### config.mk
export PLATFORM = sky130hd
export DESIGN_NAME = branch_predict_unit
export DESIGN_NICKNAME = d
export VERILOG_FILES = /design/src/rtl/branch_predict_unit.sv
export SDC_FILE = /design/constraint.sdc
export NUM_CORES = 1
export LEC_CHECK = 0
export BUFFER_PORTS_ARGS = -buffer_cell sky130_fd_sc_hd__buf_4
export CAP_MARGIN = 20
export CORE_UTILIZATION = 47
export DETAILED_ROUTE_END_ITERATION = 16
export GPL_ROUTABILITY_DRIVEN = 0
export PLACE_DENSITY = 0.87
export SLEW_MARGIN = 0
export SYNTH_ARGS = -nofsm -noshare
export SYNTH_HDL_FRONTEND = slang
export SYNTH_SLANG_ARGS = --single-unit
export TNS_END_PERCENT = 1
### constraint.sdc
create_clock -name i_clk -period 3 [get_ports i_clk]
set_input_delay 0.15 -clock i_clk [delete_from_list [all_inputs] [get_ports i_clk]]
set_output_delay 0.15 -clock i_clk [all_outputs]
set_load 0.01 [all_outputs]
### src/rtl/branch_predict_unit.sv
// branch_predict_unit
// Execute-stage branch resolution for RV32 (all six RV32I conditions, with the
// operand compares done locally), misprediction flagging, saturating event
// counters, and an optional direct-mapped table of 2-bit saturating counters
// that supplies the fetch-stage prediction.
// Optional feature macro: BRANCH_PREDICT_EN (builds the prediction table;
// when undefined the prediction is tied to not-taken).
module branch_predict_unit #(
    parameter int XLEN        = 32,
    parameter int BHT_ENTRIES = 64,
    parameter int PC_LSB      = 2
) (
    input  logic            i_clk,
    input  logic            i_rst_n,
    input  logic [XLEN-1:0] i_f_pc,
    output logic            o_f_pred_taken,
    input  logic            i_x_valid,
    input  logic            i_x_branch,
    input  logic [2:0]      i_x_funct3,
    input  logic [XLEN-1:0] i_x_op1,
    input  logic [XLEN-1:0] i_x_op2,
    input  logic [XLEN-1:0] i_x_pc,
    input  logic            i_x_pred_taken,
    output logic            o_x_taken,
    output logic            o_x_mispredict,
    output logic            o_x_illegal,
    output logic [31:0]     o_branch_count,
    output logic [31:0]     o_mispredict_count
);

    localparam int IDX_W = $clog2(BHT_ENTRIES);

    // Event counters stick at all-ones instead of wrapping.
    function automatic logic [31:0] sat_inc32(input logic [31:0] v);
        return (v == 32'hFFFF_FFFF) ? v : v + 32'd1;
    endfunction

    logic signed [XLEN-1:0] op1_s;
    logic signed [XLEN-1:0] op2_s;
    logic                   eq;
    logic                   lt_s;
    logic                   lt_u;
    logic                   cond;
    logic                   legal;
    logic                   res;

    assign op1_s = i_x_op1;
    assign op2_s = i_x_op2;
    assign eq    = (i_x_op1 == i_x_op2);
    assign lt_s  = (op1_s < op2_s);
    assign lt_u  = (i_x_op1 < i_x_op2);
    assign res   = i_x_valid & i_x_branch;

    // Branch condition decode; 010/011 are reserved and never taken.
    always_comb begin
        cond  = 1'b0;
        legal = 1'b1;
        case (i_x_funct3)
            3'b000:  cond = eq;
            3'b001:  cond = ~eq;
            3'b100:  cond = lt_s;
            3'b101:  cond = ~lt_s;
            3'b110:  cond = lt_u;
            3'b111:  cond = ~lt_u;
            default: begin
                cond  = 1'b0;
                legal = 1'b0;
            end
        endcase
    end

    assign o_x_taken      = res & cond;
    assign o_x_illegal    = res & ~legal;
    assign o_x_mispredict = res & (o_x_taken != i_x_pred_taken);

    // Performance counters: every resolved branch and every redirect.
    always_ff @(posedge i_clk or negedge i_rst_n) begin
        if (!i_rst_n) begin
            o_branch_count     <= 32'd0;
            o_mispredict_count <= 32'd0;
        end else begin
            if (res) begin
                o_branch_count <= sat_inc32(o_branch_count);
            end
            if (o_x_mispredict) begin
                o_mispredict_count <= sat_inc32(o_mispredict_count);
            end
        end
    end

`ifdef BRANCH_PREDICT_EN
    // 2-bit counter step toward strongly taken (11) or strongly not-taken (00).
    function automatic logic [1:0] bht_step(input logic [1:0] c, input logic up);
        if (up) begin
            return (c == 2'b11) ? c : c + 2'd1;
        end
        return (c == 2'b00) ? c : c - 2'd1;
    endfunction

    logic [1:0]       bht [BHT_ENTRIES];
    logic [IDX_W-1:0] f_idx;
    logic [IDX_W-1:0] x_idx;

    // No tag: PCs differing only above the index bits share an entry.
    assign f_idx          = i_f_pc[PC_LSB +: IDX_W];
    assign x_idx          = i_x_pc[PC_LSB +: IDX_W];
    assign o_f_pred_taken = bht[f_idx][1];

    // Table training; fetch reads the pre-update value (no bypass).
    always_ff @(posedge i_clk or negedge i_rst_n) begin
        if (!i_rst_n) begin
            for (int i = 0; i < BHT_ENTRIES; i++) begin
                bht[i] <= 2'b01;
            end
        end else if (res && legal) begin
            bht[x_idx] <= bht_step(bht[x_idx], cond);
        end
    end
`else
    assign o_f_pred_taken = 1'b0;
`endif

    // PC bits outside the index (or all of them without a table) are don't-care.
    logic unused_pc_bits;
    assign unused_pc_bits = ^{i_f_pc, i_x_pc};

endmodule

=== Yosys cells after proc, flatten, opt, wreduce, memory -nomap -nowiden ===
Cells that the tools add are included.

* Memory bits (writable): 0
* ROM bits: 0
* Output and inout bits: 68
* Logic and storage cells: 31
* Input port bits: 136
* Bits in registers: 64
* Bits in latches: 0
* Memories kept: 0

* Bitwise logic cells: 10
* Multiply operators: 0
* Multiplexer cells: 2
* Shift operators: 0
* Reduce and logical (&&, ||, !) cells: 4
* Div/mod/pow operators: 0
* Equal/unequal tests: 9
* Add/sub/neg operators: 2
* Magnitude comparators: 2

{| class="wikitable"
|+ Operators with widths
! cell !! count
|-
| $add A32 B1 Y32 const B || 2
|-
| $eq A32 B32 Y1 const B || 2
|-
| $lt A32 B32 Y1 || 2
|-
| $eq A32 B32 Y1 || 1
|-
| $eq A3 B3 Y1 const B || 4
|-
| $not A1 Y1 || 6
|-
| $pmux W1 S6 || 1
|-
| $reduce_or A6 Y1 || 1
|-
| $and A1 B1 Y1 || 4
|-
| $reduce_and A2 Y1 || 2
|-
| $eq A3 B1 Y1 const B || 1
|-
| $logic_not A3 Y1 || 1
|-
| $mux W1 || 1
|-
| $ne A1 B1 Y1 || 1
|}

=== Logic depth before layout (Yosys ltp) ===
* Word-level depth: 7
* Mapped depth: 12
* Mapped depth without buffers: 11

=== Worst setup path after synthesis ===
OpenSTA, ideal clock, no wires.

* Path type: input -> register
* Start point: in i_x_op2[31]
* End point: reg o_mispredict_count[19]
* Library setup time: 0.079 ns
* Data required time: 2.921 ns
* Buffers on the path: 1
* Arrival: 2.592 ns
* Slack: 0.328 ns
* Stages on the path: 12
* Path through: inv_1 -> ha_1 -> nand4_1 -> nor3_2 -> a221oi_2 -> o211ai_1 -> or4_1 -> a31oi_2 -> xor2_2 -> buf_6 -> nor4_2 -> xor2_1

* Word-level cells in the longest chain between the ends: 7
* Elaborated cells between the ends (all ways): 11
* Those cells by class: order compare: 2; eq/ne: 2; mux: 1; bitwise: 5; reduce/logical: 1

{| class="wikitable"
|+ RTL lines
! element !! RTL line !! RTL
|-
| start: declaration || 21 || <nowiki>input logic [XLEN-1:0] i_x_op2,</nowiki>
|-
| $lt A32 B32 Y1 (tied with other cells) || 51 || <nowiki>assign lt_u = (i_x_op1 < i_x_op2);</nowiki>
|-
| $not A1 Y1, on equally long branches || 64, 60, 62 ||
|-
| $pmux W1 S6 * || 58 || <nowiki>case (i_x_funct3)</nowiki>
|-
| $and A1 B1 Y1 * || 72 || <nowiki>assign o_x_taken = res & cond;</nowiki>
|-
| $ne A1 B1 Y1 * || 74 || <nowiki>assign o_x_mispredict = res & (o_x_taken != i_x_pred_taken);</nowiki>
|-
| $and A1 B1 Y1 * || 74 ||
|-
| $reduce_and A2 Y1 (no source line) * || -- ||
|-
| end signal: assignment || 86 || <nowiki>o_mispredict_count <= sat_inc32(o_mispredict_count);</nowiki>
|-
| end: declaration || 28 || <nowiki>output logic [31:0] o_mispredict_count</nowiki>
|}

Mark *: on every way between the ends. The rest lies on a longest branch, timed or not.
A chain may end at the register's enable or synchronous reset.

=== Worst setup path in the final report ===
* Start point: in i_x_op1[30]
* End point: out o_x_mispredict

* Word-level cells in the longest chain between the ends: 6
* Elaborated cells between the ends (all ways): 10
* Those cells by class: order compare: 2; eq/ne: 2; mux: 1; bitwise: 5

{| class="wikitable"
|+ RTL lines
! element !! RTL line !! RTL
|-
| start: declaration || 20 || <nowiki>input logic [XLEN-1:0] i_x_op1,</nowiki>
|-
| $lt A32 B32 Y1 (tied with other cells) || 51 ||
|-
| $not A1 Y1, on equally long branches || 64, 60, 62 ||
|-
| $pmux W1 S6 * || 58 ||
|-
| $and A1 B1 Y1 * || 72 ||
|-
| $ne A1 B1 Y1 * || 74 ||
|-
| $and A1 B1 Y1 * || 74 ||
|-
| end: declaration || 25 || <nowiki>output logic o_x_mispredict,</nowiki>
|}

Marked as above.

==> flow_summary.toml <==
[synth]
synth_cell_types = 43
synth_cells = 425
synth-seq-cells = 64
synth_top_area_frac = 0.393
synth_area_um2 = 4070
seq_area_frac_synth = 0.393
synth.area.top_cells = "dfrtp_1 39%, ha_1 10%, xor2_1 9.0%"
synth_fp_nets = 595
ys.warnings.count = 0
yosys.area.top_type = "dfrtp_1"
syn_area_per_cell_um2 = 9.58

[worst_setup_path]
crit_type = "input pin to output port"
cp_num_buf_inv = 3
startpoint_type = "input pin"
end_kind = "output port"
crit_required_ps = 2850
reg2reg_slack_ps = 320
r2r-start = "o_branch_count[4]"
rr_worst_depth = 9
crit_fanout = 5
path_cells = "buf_4, ha_1, a21oi_1, nand2_1, a221oi_2, o211ai_1, or4_4, a31oi_4, xor2_4, buf_4, nor2_1, buf_4"
critPathMaxStageDelay_ps = 570
cp_top_family = "compound AO/OA/AOI/OAI gates"
crit_slowest_cell = "or4_4"
rr_endpoint = "o_branch_count[30]"
cp.arrival_ps = 2660
cpMostUsedCell = "buf_4"

[finish]
diodes = 0
layout.nets = 751
synthToLayoutAreaGrowth_pct = 36.1
drive_gt1_frac = 0.343

[clock_tree]
clk_pin_slew_ps = 70
clock_path_buffers = 2
clk_latency_ps = 340
htreeDepth = 3
tritoncts = "built"
cts_root_buf = "clkbuf_8"
cts_buffers = 9
cts_sinks = 64

[timing]
finClkSkew_ps = 7.86
setup_tns_ps = 0
max-slew-margin-rel = 0.461
finalCriticalPeriod_ps = 2810
finalHoldViolCount = 0
whs_ps = 312
tightestPinTransition_ps = 809
setup_viol = 0
period_share = 0.937
slew_viol_final = 0
fmax_ghz = 0.356

[routing]
drtAntennaViolNets = 0
first_pass_iters = 6
wl_um = 9760
drc = 0
wire_per_inst_um = 14.1
vias = 3673
drt_iter0_drc = 75
viasPerCell = 5.32

[pwr]
power_density_nw_per_um2 = 418
p_int_mw = 1.58
sequentialPowerShare = 0.454
p_leak_nw = 2.93
p_sw_frac = 0.318
clockPowerShare = 0.291
p_switching_mw = 0.735
combPwrFrac = 0.255
finalPower_mw = 2.31
peakVddDrop_v = 0.000239

[global_route]
gr-usage-all-layers = 0.225
grt_pass1_vias = 3662
grt_overflow_total = 0
met1_usage = 0.256
grt_start_max_net_pins = 65
met3_usage = 0.0510
antenna_found_initial = 0
grt_pass1_wl_um = 15800
grt_use_met2 = 0.396
top_usage_layer = "met2"

[die]
fp.coreArea_um2 = 8300
io_pins = 204
die_x_um = 95.1
die_height_um = 95.1
num_rows = 33
initial_core_util = 0.490
dieArea_um2 = 9040

[placed_design]
place_hpwl_um = 7650
numPortBuffers = 138

[worst_hold_path]
hold_path.class = "input pin to flip-flop"
min_from = "i_x_pred_taken"
hold_depth = 4
min_to = "o_mispredict_count[28]"

[run_status]
status = "finished clean"

[flow_run]
drv_cap = 0
-- Yosys cell counts, drive strengths merged --
library cell	count
and4	5
xnor2	21
and2	7
xor2	43
nand2b	1
nor3b	1
a21o	1
o31ai	1
a31oi	2
nand2	41
a21oi	13
o211ai	1
nand4	24
ha	34
nand3	27
a211oi	1
buf	8
nor3	23
inv	35
mux2	3
clkbuf	3
or3	2
a221oi	2
or4	1
nor2	33
dfrtp	64
and3	10
or2	2
o21ai	4
nor4b	1
conb	1
nor4	10
-- metrics by stage --
step / util / cell area, um2 / setup WS (ps) / instances
floorplan: - / 4070 / 328 / 425
global placement: 0.640 / 5310 / -12.6 / 671
detailed placement: 0.640 / 5310 / -123 / 671
CTS: 0.663 / 5500 / 26.0 / 688
global route: 0.667 / 5540 / -9.31 / 691
finish: 0.667 / 5540 / 190 / 691
-- cell usage in the layout (no fill, tap or decap), types with 2 or more instances in the layout --
cell,synthesis,final
clkinvlp_4,0,3
dfrtp_1,64,64
xor2_1,42,42
o21ai_0,2,2
nor4_2,9,9
xnor2_1,21,21
o21ai_1,2,2
nor2_1,33,33
ha_1,34,34
clkinv_4,0,2
or3_1,2,2
nand4_1,24,24
and4_1,5,5
nand3_1,27,27
nor3_2,14,15
a21oi_1,13,13
inv_1,35,35
nand2_1,41,41
and2_1,6,6
clkbuf_8,0,10
buf_12,0,2
nor3_1,9,8
and3_1,10,10
buf_4,1,153
or2_1,2,2
-- timing repair --
| action | CTS | global route |
|---|---|---|
| buffers inserted | 0 | 3 |
| setup endpoints to repair | 0 | 1 |
| hold buffers | 1 | 0 |
| gates resized for setup | 0 | 2 |
| hold endpoints to repair | 64 | 0 |
-- final cells by class --
type	count	area [um2]
tap	105	131
multi-input combinational	315	2290
sequential	64	1600
clock inverter	6	45.0
inverter	35	131
fill	627	2760
clock buffer	10	138
timing repair buffer	156	1200
-- sequential cells by signal, summed over array words and instances, names as in the netlist --
name                flops
o_branch_count         32
o_mispredict_count     32
-- cell families after synthesis --
logic type,after synthesis,synth area share
flip-flops,64,0.393
AO/OA/AOI/OAI,25,0.0387
XOR/XNOR,64,0.140
multiplexers,3,0.00922
buffers and inverters,46,0.0501
other,1,0.000921
adder cells (fa/ha/maj),34,0.105
AND/OR/NAND/NOR,188,0.263
-- worst max path at each step --
stage,startpoint,endpoint,slack [ps],cells after the start
5_1_grt,i_x_op1[30],o_x_mispredict,-9,12
4_1_cts,i_x_op1[30],o_x_mispredict,30,12
2_1_floorplan,i_x_op2[31],o_mispredict_count[19],330,12
3_5_place_dp,i_x_op1[30],o_mispredict_count[16],-120,12
3_3_place_gp,i_x_op1[30],o_mispredict_count[14],-10,12
6_report,i_x_op1[30],o_x_mispredict,190,12
-- worst register-to-register path, stage by stage, from the launching register on --
cell	delay, ps
dfrtp_1	440
and4_1	280
nand4_1	170
nor3_1	100
and3_1	220
a31oi_1	370
and3_1	420
and2_1	290
nand4_1	140
xnor2_1	150
-- power groups by stage --
stage,combinational (mW),clock (mW),sequential [mW]
2_1_floorplan,0.250,0,1.08
3_3_place_gp,0.551,0,1.06
3_5_place_dp,0.572,0,1.07
4_1_cts,0.576,0.684,1.05
5_1_grt,0.655,0.727,1.07
6_report,0.590,0.673,1.05
-- routing by layer --
layer | routed length [um] | vias up
li1 | - | 1770
met1 | 3990 | 1743
met2 | 4950 | 137
met3 | 547 | 23
met4 | 269 | 0
met5 | 0 | -
Note: power is estimated with default switching activity, not from simulation.
